File: src/rtl/simple_ctrl_pkg.sv
// Shared types and constants for the five-phase instruction controller.
package simple_ctrl_pkg;

   typedef enum logic [2:0] {
      ST_IDLE,
      ST_P1,
      ST_P2,
      ST_P3,
      ST_P4,
      ST_P5,
      ST_HALTED
   } phase_state_t;

   localparam logic [4:0] PH_P1 = 5'b00001;
   localparam logic [4:0] PH_P2 = 5'b00010;
   localparam logic [4:0] PH_P3 = 5'b00100;
   localparam logic [4:0] PH_P4 = 5'b01000;
   localparam logic [4:0] PH_P5 = 5'b10000;

   localparam int COND_S = 3;
   localparam int COND_Z = 2;
   localparam int COND_C = 1;
   localparam int COND_V = 0;

   // IDLE and HALTED have no phase bit set.
   function automatic logic [4:0] phase_code(input phase_state_t s);
      case (s)
         ST_P1:   phase_code = PH_P1;
         ST_P2:   phase_code = PH_P2;
         ST_P3:   phase_code = PH_P3;
         ST_P4:   phase_code = PH_P4;
         ST_P5:   phase_code = PH_P5;
         default: phase_code = 5'b00000;
      endcase
   endfunction

endpackage

File: src/rtl/phase_controller_cond_latch.sv
// Flag register {S,Z,C,V}, loaded when its write enable is asserted.
module cond_latch
   import simple_ctrl_pkg::*;
(
   input  logic       clock,
   input  logic       reset,
   input  logic       load,
   input  logic [3:0] cond_in,
   output logic [3:0] cond
);

   always_ff @(posedge clock) begin
      if (!reset)
         cond <= 4'b0000;
      else if (load)
         cond <= cond_in;
   end

endmodule

File: src/rtl/phase_controller.sv
// Five-phase instruction sequencer with fetch/memory handshakes and halt/stop control.
// Optional feature: define SINGLE_STEP_EN to let 'step' run exactly one instruction.
module phase_controller
   import simple_ctrl_pkg::*;
(
   input  logic        clock,
   input  logic        reset,
   input  logic        run,
   input  logic        stop,
   input  logic        step,
   input  logic        halt_req,
   input  logic        mem_access,
   input  logic        mem_ack,
   input  logic [3:0]  cond_in,
   input  logic        cond_we,
   output logic [4:0]  phasecounter,
   output logic        mem_req,
   output logic [3:0]  cond,
   output logic        running,
   output logic [15:0] instr_count
);

   phase_state_t state_q, state_d;
   logic         stop_pending;
   logic         step_start;

`ifndef SINGLE_STEP_EN
   logic unused_step;
   assign unused_step = step;
`endif

   always_comb begin
      state_d    = state_q;
      step_start = 1'b0;
      case (state_q)
         ST_IDLE: begin
`ifdef SINGLE_STEP_EN
            if (step) begin
               state_d    = ST_P1;
               step_start = 1'b1;
            end else
`endif
            if (run && !stop)
               state_d = ST_P1;
         end
         ST_P1: if (mem_ack) state_d = ST_P2;
         ST_P2: state_d = halt_req ? ST_HALTED : ST_P3;
         ST_P3: state_d = ST_P4;
         ST_P4: if (!mem_access || mem_ack) state_d = ST_P5;
         // A stop arriving in P5 itself is still honoured at this boundary.
         ST_P5: state_d = (stop_pending || stop) ? ST_IDLE : ST_P1;
         ST_HALTED: begin
            if (stop)
               state_d = ST_IDLE;
`ifdef SINGLE_STEP_EN
            else if (step) begin
               state_d    = ST_P1;
               step_start = 1'b1;
            end
`endif
            else if (run)
               state_d = ST_P1;
         end
         default: state_d = ST_IDLE;
      endcase
   end

   assign phasecounter = phase_code(state_q);
   assign running      = (phasecounter != 5'b00000);
   assign mem_req      = (state_q == ST_P1) || ((state_q == ST_P4) && mem_access);

   always_ff @(posedge clock) begin
      if (!reset) begin
         state_q      <= ST_IDLE;
         stop_pending <= 1'b0;
         instr_count  <= 16'h0000;
      end else begin
         state_q <= state_d;
         if ((state_d == ST_IDLE) || (state_d == ST_HALTED))
            stop_pending <= 1'b0;
         else if (step_start || (running && stop))
            stop_pending <= 1'b1;
         if (state_q == ST_P5)
            instr_count <= instr_count + 16'd1;
      end
   end

   cond_latch u_cond_latch (
      .clock   (clock),
      .reset   (reset),
      .load    ((state_q == ST_P3) && cond_we),
      .cond_in (cond_in),
      .cond    (cond)
   );

endmodule

File: config.mk
export PLATFORM = sky130hd
export DESIGN_NAME = phase_controller
export DESIGN_NICKNAME = d
export VERILOG_FILES = /design/src/rtl/simple_ctrl_pkg.sv /design/src/rtl/phase_controller_cond_latch.sv /design/src/rtl/phase_controller.sv
export SDC_FILE = /design/constraint.sdc
export NUM_CORES = 1
export LEC_CHECK = 0
export CORE_MARGIN = 5
export CORE_UTILIZATION = 35
export DETAILED_ROUTE_END_ITERATION = 16
export SYNTH_ARGS = -nofsm -noshare
export SYNTH_HDL_FRONTEND = slang
export SYNTH_HIERARCHICAL = 1
export SYNTH_SLANG_ARGS = --single-unit
File: constraint.sdc
create_clock -name clock -period 4.5 [get_ports clock]
set_clock_uncertainty 0.2 [all_clocks]
set_input_delay 0.45 -clock clock [delete_from_list [all_inputs] [get_ports clock]]
set_output_delay 0.45 -clock clock [all_outputs]
set_load 0.1 [all_outputs]
==> results of run 1 <==
## Yosys cell counts, types with 4 or more instances
cell type / instances / area share
or3_1: 4 / 0.021
inv_1: 5 / 0.016
o21ai_0: 7 / 0.029
dfxtp_1: 24 / 0.40
xor2_1: 5 / 0.036
and3_1: 4 / 0.021
nor2_1: 15 / 0.047
mux2i_1: 4 / 0.033
nand3_1: 5 / 0.021
nand2_1: 8 / 0.025
nor2b_1: 4 / 0.021
a21oi_1: 9 / 0.037
or4_1: 5 / 0.031
and2_1: 4 / 0.021
xnor2_1: 4 / 0.029
## area by class of cell
type / count / share of cell area
multi-input combinational: 104 / 0.406
sequential: 24 / 0.296
timing repair buffer: 38 / 0.234
tap: 46 / 0.0355
clock buffer: 3 / 0.0139
inverter: 6 / 0.0139
## stage by stage
stage               hold slack (ps)  setup WS (ps)
finish                          308           1310
global route                    336           1180
CTS                             314           1330
detailed placement              296           1680
global placement                267           1690
floorplan                       341            944
## state kept, by name, indices dropped and copies added (netlist names)
signal,flops
stop_pending,1
instr_count,16
u_cond_latch/cond,4
state_q,3
## cells by family (layout without fill, tap and decap cells)
group | after synthesis | count (layout) | synth area share
AOI/OAI and AO/OA | 25 | 25 | 0.124
xor gates and xnor gates | 9 | 9 | 0.0655
adders and majority gates | 1 | 1 | 0.0104
buffers and inverters | 13 | 47 | 0.0530
DFF | 24 | 24 | 0.399
muxes | 4 | 4 | 0.0333
and+or+nand+nor | 65 | 65 | 0.315
## per-layer routing
metal / routed length [um] / GRT usage
met5: 0 / 0
met4: 51 / 0.0521
met3: 118 / 0.0243
met2: 1310 / 0.212
met1: 1340 / 0.166
## power by group
group          internal (W)  switching [W]
combinational     0.0000257      0.0000492
clock             0.0000313      0.0000609
sequential         0.000215     0.00000689
## worst max-delay path, delay by kind of cell, from the launching register on
family | cells | cell delay, ps
flops | 1 | 710
buf+inv | 1 | 1120
simple gates | 1 | 260
compound gates | 1 | 130
## layout by cell type, fill, tap and decap left out
cell type        netlist  routed
nand4b_1               1       1
a31oi_1                2       2
and4b_1                1       1
nor2b_1                4       4
ha_1                   1       1
clkinv_1               1       1
nor2_1                15      15
dfxtp_1               24      24
nand2b_1               2       2
and4_1                 1       1
xnor2_1                4       4
a21o_1                 2       2
o21ai_0                7       7
nand2_1                8       8
clkdlybuf4s50_1        0      38
nand3b_4               1       1
nand3_1                5       5
a21oi_1                9       9
and2_1                 4       4
mux2i_1                4       4
or4bb_1                1       1
or3_1                  4       4
xor2_1                 5       5
inv_1                  5       5
and3_1                 4       4
or4b_2                 1       1
nand4_1                3       3
o311a_1                1       1
a32oi_1                1       1
clkbuf_4               0       3
o31ai_1                3       3
nor3b_1                1       1
or4_1                  5       5
nor4_1                 2       2
nor3_1                 2       2
## worst paths after layout
path                                        to                         start  slack, ps  cells after the start
setup / recovery                       mem_req         state_q[2]$_SDFF_PN0_       1310                      3
hold reg to reg   instr_count[15]$_SDFFE_PN0N_  instr_count[15]$_SDFFE_PN0N_        310                      2
setup reg to reg  instr_count[15]$_SDFFE_PN0N_         state_q[2]$_SDFF_PN0_       2210                      4
hold / removal    instr_count[15]$_SDFFE_PN0N_  instr_count[15]$_SDFFE_PN0N_        310                      2
==> qor.csv, run 1 <==
metric,value,unit
outcome,"finished, final reports clean",
Worst-Skew Late Latency,310,ps
Area Overhead vs Synth,34.8,%
warnings from Yosys,6,
Final Setup Violations,0,
antenna violations before repair,0,
final setup TNS,0,ps
RSZ-0062 raised after global routing,false,
CP max FO,17,
"Net Count, Synth",155,
GRT Total Usage,0.129,
post-synth cell types,37,
largest net degree at the start of global routing,19,
async set-reset flop share out of synthesis,0,
crit share post-route,0.708,
"antenna viol nets, final",0,
placed cell areas,1600,um2
Initial Util,0.361,
# diodes,0,
Post-DP HPWL,2070,um
via/cell ratio,5.00,
DRC viols,0,
Pwr Density,239,nW/um2
element type at the critical path end,output pin,
dominant synthesized flop cell,dfxtp_1,
data required time of the worst path,3850,ps
post-layout util,0.486,
maximum clock rate,314,MHz
vias in the first global route,1033,
max-cap violation count,0,
CTS root buf,clkbuf_4,
final hold viol count,0,
Max stage delay on crit path,1120,ps
CTS Buffer Depth,2,
Post-Synthesis Cells,141,
"EDFF count, synth",0,
placed cells,218,
share of cells above drive strength 1,0.0286,
worst hold-check path type,reg -> reg,
filler cell count,334,
Die Y-Extent,68.6,um
Die Wd,68.6,um
crit path time final,3190,ps
Post-CTS Resized,0,
TritonCTS Sinks,24,
cells along the critical path,"and2_1, a21o_1, clkdlybuf4s50_1",
Rows,21,
Synth Register Bits,24,
Syn Std Cell Area,1200,um2
critical path arrival,2540,ps
FF+latch area,480,um2
io pins,40,
routed len/inst,12.7,um
Leak,0.594,nW
first-pass GRT wire length,4670,um
global placer's final weighted congestion,0.792,
core area,3340,um2
Rel. slew slack,0.346,
initial drt markers,39,
TritonRoute pass-1 iters,4,
Slew @ Worst Pin,978,ps
sequential element share of the synthesized area,0.399,
footprint of the multi-input gates,659,um2
post-synthesis average cell area,8.54,um2
clk slew on worst S/H paths,120,ps
Design Power,0.000389,W
WL final,2820,um
Port Buffers,38,
GRT Residual Overflow,0,
Startpoint Class,flip-flop,
H-Tree Level Count,1,
Nets,191,
via count,1106,
Post CTS Setup Buffer Count,0,
CTS Hold Bufs,0,
TritonCTS clock tree,done,
design area,1620,um2
Setup CP Type,reg -> out,
Slowest cell on crit path,clkdlybuf4s50_1,
VDD IR max,0.115,mV
Layout Cells excl Fill,221,
Num CTS Buffers,3,
Die ar.,4710,um2
pins over their slew limit,0,
(Power assumes the default switching activity.)
==> run 2, diff against run 1 <==
Settings changed: PLACE_DENSITY set to 0.66.
Clock period 4.5 ns to 2.6 ns, I/O delays scaled along.
==> run 2 against run 1 <==
Against the previous run:
- non-clock buffer count rose by 2
- worst setup slack lost 940 ps
- sequential power increased by 73%
- cell area shrank 0.69%
- worst hold slack about the same
- utilization shrank 0.34 points
- sequential share of layout area up 0.21 points
- final cell count up 1.4%
- critical path type is now reg -> reg
==> qor.csv, run 2 (synthesized netlist as in run 1, its figures left out) <==
metric,value,unit
routed len/inst,12.1,um
CTS Buffer Depth,2,
io pins,40,
Post-CTS Resized,0,
largest net degree at the start of global routing,19,
Worst-Skew Late Latency,310,ps
Final Setup Violations,0,
WL final,2700,um
global placer's final weighted congestion,0.886,
critical path arrival,2270,ps
element type at the critical path end,flip-flop,
GRT Residual Overflow,0,
placed cell areas,1580,um2
Leak,0.673,nW
Port Buffers,38,
DRC viols,0,
"commonest non-fill, non-tap cells in the layout","buf_4, dfxtp_1, nor2_1, clkdlybuf4s50_1",
Slew @ Worst Pin,505,ps
Setup CP Type,reg -> reg,
most frequent CP cell,or4_1,
"antenna viol nets, final",0,
via/cell ratio,5.04,
CP max FO,14,
cells along the critical path,"nand3b_4, or4_1, or4_1, a21oi_1",
Pwr Density,443,nW/um2
Rel. slew slack,0.661,
H-Tree Level Count,1,
first-pass GRT wire length,4530,um
# diodes,0,
CTS Hold Bufs,0,
data required time of the worst path,2640,ps
CTS root buf,clkbuf_4,
VDD IR max,0.382,mV
design area,1610,um2
core area,3340,um2
Num CTS Buffers,3,
crit path time final,2220,ps
pins over their slew limit,0,
max-cap violation count,0,
Post CTS Setup Buffer Count,0,
Top reg by flops,instr_count,
maximum clock rate,450,MHz
filler cell count,344,
post-layout util,0.483,
Rows,21,
vias in the first global route,1083,
initial drt markers,64,
Die ar.,4710,um2
crit share post-route,0.855,
RSZ-0062 raised after global routing,false,
Slowest cell on crit path,dfxtp_1,
antenna violations before repair,0,
Startpoint Class,flip-flop,
TritonCTS Sinks,24,
"commonest non-fill, non-tap cell in the layout",buf_4,
Die Wd,68.6,um
Area Overhead vs Synth,33.9,%
share of cells above drive strength 1,0.225,
Max stage delay on crit path,640,ps
Nets,193,
Die Y-Extent,68.6,um
Post-DP HPWL,2040,um
clk slew on worst S/H paths,130,ps
outcome,"finished, final reports clean",
Initial Util,0.361,
TritonRoute pass-1 iters,4,
number of flip-flops in the largest register,16,
final hold viol count,0,
Largest regs,"instr_count x16, u_cond_latch/cond x4, state_q x3",
TritonCTS clock tree,done,
worst hold-check path type,reg -> reg,
GRT Total Usage,0.123,
via count,1128,
run 2: layout make-up:
cell class / count / area (um2) / share of cell area
timing repair buffer: 40 / 340 / 0.211
clock buffer: 4 / 36.3 / 0.0225
tap: 46 / 57.6 / 0.0357
sequential: 24 / 480 / 0.298
inverter: 6 / 22.5 / 0.0140
multi-input combinational: 104 / 674 / 0.418
run 2: final timing paths:
kind / from / endpoint / slack [ps] / depth (start not counted)
worst min register to register: instr_count[15]$_SDFFE_PN0N_ / instr_count[15]$_SDFFE_PN0N_ / 310 / 2
worst max-delay path: state_q[0]$_SDFF_PN0_ / instr_count[15]$_SDFFE_PN0N_ / 380 / 4
worst max register to register: state_q[0]$_SDFF_PN0_ / instr_count[15]$_SDFFE_PN0N_ / 380 / 4
worst min-delay path: instr_count[15]$_SDFFE_PN0N_ / instr_count[15]$_SDFFE_PN0N_ / 310 / 2
run 2: through the flow:
stage / worst slack (ps) / cells / TNS (ps) / total power (W) / hold WS [ps]
floorplan: -82.6 / 141 / -82.6 / 0.000484 / 182
global route: 217 / 224 / 0 / 0.000746 / 336
detailed placement: 381 / 220 / 0 / 0.000528 / 290
global placement: 414 / 220 / 0 / 0.000526 / 272
CTS: 353 / 224 / 0 / 0.000721 / 310
finish: 376 / 224 / 0 / 0.000714 / 308
run 2: critical path, delay by kind of cell (launching register included):
family	cells	cell delay, ps
DFF	1	640
AOI/OAI and AO/OA	1	150
and+or+nand+nor	3	1160
run 2: routing by layer:
layer / global-route usage / up-vias / part of all wire
met5: 0 / - / 0
met4: 0.0223 / 0 / 0.0085
met3: 0.0292 / 2 / 0.052
met2: 0.224 / 25 / 0.49
met1: 0.147 / 526 / 0.45
li1: - / 575 / -
run 2: power breakdown:
group	switching (W)	internal, W
Sequential	0.0000109	0.000372
Clock	0.000109	0.0000856
Combinational	0.0000881	0.0000479
==> run 3, diff against run 2 <==
Settings changed: CORE_ASPECT_RATIO set to 1.4, GPL_TIMING_DRIVEN set to 0.
==> run 3 against run 2 <==
Against the previous run:
- worst setup slack got worse by 190 ps
- combinational power increased by 3%
- critical endpoint is now phasecounter[2]
- final cell count decreased by 0.89%
- utilization increased by 2.4 points
- register-to-register slack improved by 160 ps
- count of clock-buffer cells in the layout unchanged
- sequential cell count unchanged
- highest routed layer unchanged
- largest power group unchanged
- critical path depth unchanged
- total power increased by 7.1%
- critical path type is now reg -> out
==> qor.csv, run 3 (synthesized netlist as in run 1, its figures left out) <==
metric,value,unit
crit path time final,2420,ps
maximum clock rate,413,MHz
Nets,197,
Setup crit end,phasecounter[2],
power share of the sequential group,0.491,
VDD IR max,0.442,mV
critical path arrival,1960,ps
Max stage delay on crit path,860,ps
Slew @ Worst Pin,977,ps
clk slew on worst S/H paths,80,ps
Die ar.,4730,um2
Area Overhead vs Synth,41.1,%
Largest regs,"instr_count x16, u_cond_latch/cond x4, state_q x3",
Place WS,-171,ps
GRT Residual Overflow,0,
outcome,"finished, final reports clean",
hold depth,2,
Initial Util,0.360,
vias in the first global route,1178,
Num CTS Buffers,3,
flop2flop setup slack,540,ps
Leak,0.672,nW
Rows,25,
element type at the critical path end,output pin,
Design Power,0.000764,W
number of flip-flops in the largest register,16,
# diodes,0,
Sw Share,0.279,
Die Wd,59.6,um
share of cells above drive strength 1,0.110,
crit share post-route,0.930,
io pins,40,
"antenna viol nets, final",0,
design area,1700,um2
combinational share of power,0.183,
Top reg by flops,instr_count,
pins over their slew limit,0,
max-cap violation count,0,
footprint of the multi-input gates,674,um2
Final Worst Setup Slack,181,ps
Psw,0.000214,W
TritonCTS Sinks,24,
clock power share,0.326,
CTS Buffer Depth,2,
Setup CP Type,reg -> out,
Pwr Density,450,nW/um2
final hold viol count,0,
RSZ-0062 raised after global routing,false,
via count,1163,
largest net degree at the start of global routing,14,
first-pass GRT wire length,4970,um
data required time of the worst path,2140,ps
WL final,2910,um
Final Setup Violations,0,
placed cell areas,1650,um2
routed len/inst,13.1,um
post-layout util,0.507,
filler cell count,325,
CTS Hold Bufs,0,
"commonest non-fill, non-tap cell in the layout",clkdlybuf4s50_1,
TritonRoute pass-1 iters,4,
P_int,0.000551,W
via/cell ratio,5.24,
initial drt markers,31,
Slowest cell on crit path,dlygate4sd2_1,
WP buf/inv,2,
global placer's final weighted congestion,0.787,
GRT Total Usage,0.131,
CP max FO,10,
DRC viols,0,
Post-DP HPWL,2290,um
final setup TNS,0,ps
Levels on crit path,4,
antenna violations before repair,0,
Worst Setup SP,state_q[0]$_SDFF_PN0_,
Die Y-Extent,79.4,um
family with the most delay on the worst path,buffers and inverters,
FF+latch area,480,um2
FF-to-FF End,instr_count[15]$_SDFFE_PN0N_,
core area,3350,um2
worst hold-check path type,reg -> reg,
r2r startpoint,state_q[2]$_SDFF_PN0_,
CTS root buf,clkbuf_8,
"commonest non-fill, non-tap cells in the layout","clkdlybuf4s50_1, dfxtp_1, nor2_1, nand2_1, a21oi_1",
Worst-Skew Late Latency,260,ps
cells along the critical path,"buf_2, nand2_1, nor2_2, dlygate4sd2_1",
Rel. slew slack,0.348,
Port Buffers,38,
TritonCTS clock tree,done,
Reg2Reg Depth,5,
H-Tree Level Count,1,
Startpoint Class,flip-flop,
-- run 3: cell count changes in the layout (fill, tap and decap cells not counted), moves of 2 or more --
cell	previous run	this run
clkbuf_8	1	4
clkdlybuf4s50_1	11	31
buf_2	0	3
buf_4	28	1
clkbuf_4	3	0
dlygate4sd2_1	0	2
clkdlybuf4s15_2	0	2
-- run 3: what timing repair did --
item	in CTS	in global routing
pin swaps	0	0
endpoints found under the setup margin	6	3
setup buffers	0	0
gates resized for setup	12	4
-- run 3: metal layers --
metal | up-vias | part of all wire | wire (um) | track usage
met5 | - | 0 | 0 | 0
met4 | 0 | 0.0048 | 14 | 0.0421
met3 | 2 | 0.063 | 182 | 0.0307
met2 | 32 | 0.54 | 1560 | 0.244
met1 | 537 | 0.39 | 1150 | 0.140
li1 | 592 | - | - | -
-- run 3: how the worst min path moves through the flow --
stage | start | end | slack, ps
3_5_place_dp | instr_count[15]$_SDFFE_PN0N_ | instr_count[15]$_SDFFE_PN0N_ | 290
3_3_place_gp | instr_count[15]$_SDFFE_PN0N_ | instr_count[15]$_SDFFE_PN0N_ | 270
6_report | instr_count[15]$_SDFFE_PN0N_ | instr_count[15]$_SDFFE_PN0N_ | 300
4_1_cts | instr_count[15]$_SDFFE_PN0N_ | instr_count[15]$_SDFFE_PN0N_ | 300
2_1_floorplan | reset | state_q[0]$_SDFF_PN0_ | 180
5_1_grt | instr_count[15]$_SDFFE_PN0N_ | instr_count[15]$_SDFFE_PN0N_ | 340
-- run 3: worst register-to-register path, delay by kind of cell, from the launching register on --
family                 cells  cell delay, ps
flip-flops                 1             320
AO/OA/AOI/OAI              1             150
AND/OR/NAND/NOR            3            1120
buffers and inverters      1             210
-- run 3: final cells by class --
type,instances,area share
clock buffer,4,0.0324
tap,40,0.0295
sequential,24,0.283
multi-input combinational,104,0.397
timing repair buffer,38,0.223
inverter,6,0.0133
buffer,6,0.0221
-- run 3: through the flow --
| step | hold WS [ps] | std cells |
|---|---|---|
| final | 304 | 222 |
| after global routing | 337 | 222 |
| after CTS | 302 | 223 |
| after detailed placement | 291 | 219 |
| after global placement | 269 | 219 |
| after floorplan | 182 | 141 |
-- run 3: power by group through the flow --
stage / Clock (W) / Sequential, W / Combinational [W]
CTS: 0.000254 / 0.000376 / 0.000142
floorplan: 0 / 0.000386 / 0.0000988
global placement: 0 / 0.000384 / 0.000143
detailed placement: 0 / 0.000384 / 0.000145
global route: 0.000270 / 0.000376 / 0.000150
finish: 0.000249 / 0.000375 / 0.000140
